--- config.mk ---
export PLATFORM = sky130hd
export DESIGN_NAME = fb_wr_sched
export DESIGN_NICKNAME = d
export VERILOG_FILES = /design/src/rtl/fb_pkg.sv /design/src/rtl/fb_fill_gen.sv /design/src/rtl/fb_wr_sched.sv
export SDC_FILE = /design/constraint.sdc
export NUM_CORES = 1
export LEC_CHECK = 0
export BUFFER_PORTS_ARGS = -buffer_cell sky130_fd_sc_hd__clkbuf_2
export CAP_MARGIN = 15
export CORE_ASPECT_RATIO = 0.75
export CORE_MARGIN = 3
export CORE_UTILIZATION = 58
export DETAILED_ROUTE_END_ITERATION = 10
export PLACE_DENSITY = 0.83
export SLEW_MARGIN = 20
export SYNTH_ARGS = -nofsm -noshare
export SYNTH_HDL_FRONTEND = slang
export SYNTH_SLANG_ARGS = --single-unit
--- constraint.sdc ---
create_clock -name ppu_clk -period 3.9 [get_ports ppu_clk]
set_input_delay 0.585 -clock ppu_clk [delete_from_list [all_inputs] [get_ports ppu_clk]]
set_output_delay 0.585 -clock ppu_clk [all_outputs]
set_load 0.01 [all_outputs]
--- src/rtl/fb_pkg.sv ---
// Shared constants and types for the frame buffer write scheduler.
// Frame geometry, write record and scheduler state encoding.
package fb_pkg;

  localparam int FB_W  = 256;
  localparam int FB_H  = 240;
  localparam int PIX_W = 6;

  typedef struct packed {
    logic [7:0]       x;
    logic [7:0]       y;
    logic [PIX_W-1:0] pix;
  } fb_wr_t;

  typedef enum logic [1:0] {
    IDLE,
    FILL,
    DRAIN
  } state_t;

  function automatic logic in_frame(input logic [7:0] x, input logic [7:0] y);
    return (int'(x) < FB_W) && (int'(y) < FB_H);
  endfunction

endpackage

--- src/rtl/fb_fill_gen.sv ---
// Fill sweep address generator: x-inner raster counter with issue gating.
// An issue is withheld while the PPU owns the port and a fill pixel is already parked.
module fb_fill_gen
  import fb_pkg::*;
(
  input  logic       clk,
  input  logic       rst_n,
  input  logic       clear,
  input  logic       run,
  input  logic       hold,
  output logic       issue,
  output logic [7:0] x,
  output logic [7:0] y,
  output logic       last_issue
);

  localparam logic [7:0] X_LAST = 8'(FB_W - 1);
  localparam logic [7:0] Y_LAST = 8'(FB_H - 1);

  logic swept;

  assign issue      = run && !swept && !hold;
  assign last_issue = issue && (x == X_LAST) && (y == Y_LAST);

  always_ff @(posedge clk) begin
    if (!rst_n || clear) begin
      x     <= '0;
      y     <= '0;
      swept <= 1'b0;
    end else if (issue) begin
      if (x == X_LAST) begin
        x <= '0;
        y <= y + 8'd1;
      end else begin
        x <= x + 8'd1;
      end
      if (last_issue) swept <= 1'b1;
    end
  end

endmodule

--- src/rtl/fb_wr_sched.sv ---
// Frame buffer PPU-side write scheduler: PPU stream has priority, fill engine
// uses the idle slots through a one-entry skid register.
//
// state | meaning
// IDLE  | no fill; counters held at (0,0); waiting for start
// FILL  | sweeping addresses, issuing ROM reads / constant slots
// DRAIN | all addresses issued, flushing in-flight and skid data
module fb_wr_sched
  import fb_pkg::*;
(
  input  logic             ppu_clk,
  input  logic             rst_n,
  input  logic             ppu_valid,
  input  logic [7:0]       ppu_x,
  input  logic [7:0]       ppu_y,
  input  logic [PIX_W-1:0] ppu_pix,
  input  logic             start,
  input  logic             abort,
  input  logic             fill_mode,
  input  logic [PIX_W-1:0] fill_color,
  output logic             rom_rd,
  output logic [7:0]       rom_x,
  output logic [7:0]       rom_y,
  input  logic [PIX_W-1:0] rom_data,
  output logic             fb_we,
  output logic [7:0]       fb_x,
  output logic [7:0]       fb_y,
  output logic [PIX_W-1:0] fb_di,
  output logic             busy,
  output logic             done
);

  state_t state, state_nx;

  logic             go, kill, hold, issue, last_issue;
  logic             mode_q;
  logic [PIX_W-1:0] color_q;
  logic             inflight;
  logic [7:0]       if_x, if_y;
  logic             skid_full;
  fb_wr_t           skid, arrive, out_q;
  logic             we_q;

  assign go   = (state == IDLE) && start && !abort;
  assign kill = abort && (state != IDLE);
  assign hold = ppu_valid && (skid_full || inflight);

  fb_fill_gen u_gen (
    .clk        (ppu_clk),
    .rst_n      (rst_n),
    .clear      (state == IDLE),
    .run        (state == FILL),
    .hold       (hold),
    .issue      (issue),
    .x          (rom_x),
    .y          (rom_y),
    .last_issue (last_issue)
  );

  // Constant mode keeps the ROM idle but reuses the same one-cycle pipeline.
  assign rom_rd = issue && mode_q;
  assign arrive = {if_x, if_y, (mode_q ? rom_data : color_q)};

  always_comb begin
    state_nx = state;
    done     = 1'b0;
    case (state)
      IDLE:  if (go) state_nx = FILL;
      FILL: begin
        if (abort)           state_nx = IDLE;
        else if (last_issue) state_nx = DRAIN;
      end
      DRAIN: begin
        if (abort) begin
          state_nx = IDLE;
        end else if (!skid_full && !inflight) begin
          done     = 1'b1;
          state_nx = IDLE;
        end
      end
      default: state_nx = IDLE;
    endcase
  end

  always_ff @(posedge ppu_clk) begin
    if (!rst_n) state <= IDLE;
    else        state <= state_nx;
  end

  always_ff @(posedge ppu_clk) begin
    if (!rst_n) begin
      mode_q    <= 1'b0;
      color_q   <= '0;
      inflight  <= 1'b0;
      if_x      <= '0;
      if_y      <= '0;
      skid_full <= 1'b0;
      skid      <= '0;
      we_q      <= 1'b0;
      out_q     <= '0;
    end else begin
      if (go) begin
        mode_q  <= fill_mode;
        color_q <= fill_color;
      end
      inflight <= issue && !kill;
      if (issue) begin
        if_x <= rom_x;
        if_y <= rom_y;
      end
      we_q <= 1'b0;
      if (ppu_valid) begin
        we_q  <= in_frame(ppu_x, ppu_y);
        out_q <= {ppu_x, ppu_y, ppu_pix};
        if (inflight && !kill) begin
          skid      <= arrive;
          skid_full <= 1'b1;
        end
      end else if (skid_full && !kill) begin
        we_q      <= 1'b1;
        out_q     <= skid;
        skid_full <= 1'b0;
      end else if (inflight && !kill) begin
        we_q  <= 1'b1;
        out_q <= arrive;
      end
      if (kill) skid_full <= 1'b0;
    end
  end

  assign fb_we = we_q;
  assign fb_x  = out_q.x;
  assign fb_y  = out_q.y;
  assign fb_di = out_q.pix;
  assign busy  = (state != IDLE);

endmodule

==> out/metrics.csv <==
stage;metric;value;unit
outcome;status;complete, no violations;
critical_path;path_max_fanout;27;
critical_path;arrival;1.67;ns
floorplanning;ioPinCount;82;
drt;drtAntennaViolNets;0;
yosys;yosysTopAreaCell;dfxtp_1;
yosys;syn-num-nets;498;
yosys;syn_area;0.00381;sq mm
drt;drt-initial-drc-count;241;
placement;place_area;0.00420;sq mm
clocking;root_buffer;clkbuf_8;
cells_and_area;fillers;484;
global_routing;grt_start_max_net_pins;32;
global_routing;grt_pass1_vias;3355;
critical_path;slowest_delay;0.44;ns
clocking;cts-resized-gates;0;
critical_path;criticalPathCategory;in -> out;
clocking;postCtsSetupRepairBufs;0;
drt;wirelength;9540;microns
global_routing;grt.total_usage;0.255;
yosys;postSynthAreaPerCell;8.36;sq um
power_and_ir_drop;power;1.80;mW
global_routing;antenna_found_initial;0;
critical_path;crit_chain;clkbuf_2 > o21ai_2 > and3_1 > clkbuf_2;
sta;period_minus_slack;2.25;ns
cells_and_area;area_growth;16.4;%
power_and_ir_drop;power.density;406;mW/mm^2
yosys;synthCells;456;
yosys;synth_ff_type;dfxtp_1;
floorplanning;die_area;0.00759;sq mm
cells_and_area;finalNetCount;560;
floorplanning;die_w;99.6;microns
drt;vias_per_cell;6.01;
yosys;ys_seq_elements;89;
cells_and_area;drive_gt1_frac;0.201;
global_routing;grt_overflow_total;0;
clocking;cts_buffer_depth;2;
sta;worst_pin_slew;0.992;ns
worst_hold_path;hold_path_class;reg -> reg;
critical_path;cp_top_family;buffers and inverters;
drt;drt_pass1_iterations;5;
clocking;clk_latency;0.36;ns
yosys;ys_seq_area_frac;0.468;
floorplanning;start_util;0.628;
clocking;postCtsHoldBufs;0;
clocking;cts.sinks;89;
clocking;cts_made_buffers;9;
yosys;yosysWarnings;0;
placement;place_congestion;0.829;
sta;clock.fmax;0.444;GHz
critical_path;cp_num_buf_inv;2;
floorplanning;core-area;0.00607;sq mm
power_and_ir_drop;leakagePower;1.72;nW
yosys;synth_most_common_cell;dfxtp_1;
floorplanning;die_h;76.2;microns
cells_and_area;multi_input_area;0.00186;sq mm
cells_and_area;diodes;0;
cells_and_area;regArea;0.00178;sq mm
placement;hpwl;6590;microns
critical_path;path_common_cell;clkbuf_2;
sta;period_share;0.578;
power_and_ir_drop;max-vdd-ir-drop;0.266;mV
yosys;synth_cell_types;43;
critical_path;cp.required;3.31;ns
clocking;clk_pin_slew;0.08;ns
sta;tns;0;ns
clocking;cts_tree;yes;
sta;grt_setup_unrepaired;false;
clocking;htree_levels;3;
drt;drc_errors;0;
sta;fin_worst_skew;0.00757;ns
sta;relSlewSlack;0.338;
yosys;synthArstFlopShare;0;
floorplanning;rows;24;
sta;hold_viol_final;0;
cells_and_area;postLayoutCellArea;0.00443;sq mm
job;cap_viol_max_count;0;
yosys;synth_common_cells;dfxtp_1, nand2_1, nor2_1, a21oi_1, o21ai_0;
critical_path;crit_path_start_kind;input port;
critical_path;slowest_stage;clkbuf_2;
yosys;yosys-top-cells-area;dfxtp_1, nand2_1, a21oi_1, nor2_1, a221oi_1;
global_routing;grt_pass1_wl;15700;microns
sta;final_max_slew_viol_count;0;
drt;routedWlPerCell;15.9;microns
sta;setup_viol;0;
yosys;synth_edf_count;0;
yosys;synth.top_cell.area_share;0.468;
placement;numPortBuffers;81;
drt;vias;3614;
critical_path;end_kind;primary output;
-- worst reg2reg max path: stages (launching register included) --
cell     delay [ns]
dfxtp_1        0.31
buf_4          0.21
o21ai_2        0.35
nand4_2        0.42
o41a_1         0.57
nor4b_1        0.16
-- per-stage QoR --
stage | util | hold WS [ns] | std cells | setup WS (ns)
after floorplan | - | 0.436 | 456 | 2.03
after global placement | 0.693 | 0.442 | 585 | 1.48
after detailed placement | 0.693 | 0.447 | 585 | 1.43
after CTS | 0.731 | 0.451 | 601 | 1.68
after global routing | 0.731 | 0.472 | 601 | 1.52
final | 0.731 | 0.458 | 601 | 1.65
-- cell usage in the layout, fill, tap and decap left out, types with 7 or more instances in the layout --
master and instances:
o21ai_0 30, nand3_1 10, a22o_1 13, a211oi_1 7
a21oi_1 41, nand2_1 79, mux2i_1 13, clkbuf_2 81
clkbuf_8 11, nor2_1 45, dfxtp_1 89, a221oi_1 19
and3_1 8
-- registers in the layout, indices dropped and copies added, names as in the netlist, 8 cells and up --
signal,count
if_y,8
u_gen.x,8
fb_y,8
u_gen.y,8
if_x,8
skid,22
fb_x,8
-- routing by layer --
metal / up-vias / wire length, microns / GRT usage / part of all wire
li1: 1758 / - / - / -
met4: 0 / 152 / 0.0750 / 0.016
met2: 146 / 4530 / 0.408 / 0.48
met5: - / 0 / 0 / 0
met3: 18 / 741 / 0.0576 / 0.078
met1: 1692 / 4110 / 0.342 / 0.43
-- report_power, final --
| group | internal (mW) | total, mW | switching, mW | leakage [nW] |
|---|---|---|---|---|
| clock network | 0.396 | 0.711 | 0.314 | 0.109 |
| registers | 0.931 | 0.946 | 0.0151 | 0.724 |
| logic | 0.0586 | 0.144 | 0.0853 | 0.891 |
-- final timing paths --
| kind | start | end | slack (ns) | depth (start not counted) |
|---|---|---|---|---|
| setup / recovery | ppu_valid | rom_rd | 1.65 | 4 |
| setup reg to reg | skid_full | state[0] | 1.71 | 5 |
| hold reg to reg | skid[15] | skid[15] | 0.46 | 2 |
| hold / removal | skid[15] | skid[15] | 0.46 | 2 |
-- cell type report --
cell class,count,share of cell area
clock inverters,4,0.0169
well taps,78,0.0220
clock buffers,12,0.0350
flip-flops and latches,89,0.402
repair buffers,86,0.0999
inverters,5,0.00423
multi-input cells,327,0.420
-- logic make-up after synthesis --
family	after synthesis	synth area share
simple gates	174	0.209
compound gates	133	0.228
flops	89	0.468
buf+inv	40	0.0434
mux	13	0.0342
xor+xnor	5	0.0115
fa+ha+maj	2	0.00657
No activity file was read; power rests on OpenSTA's default activity.
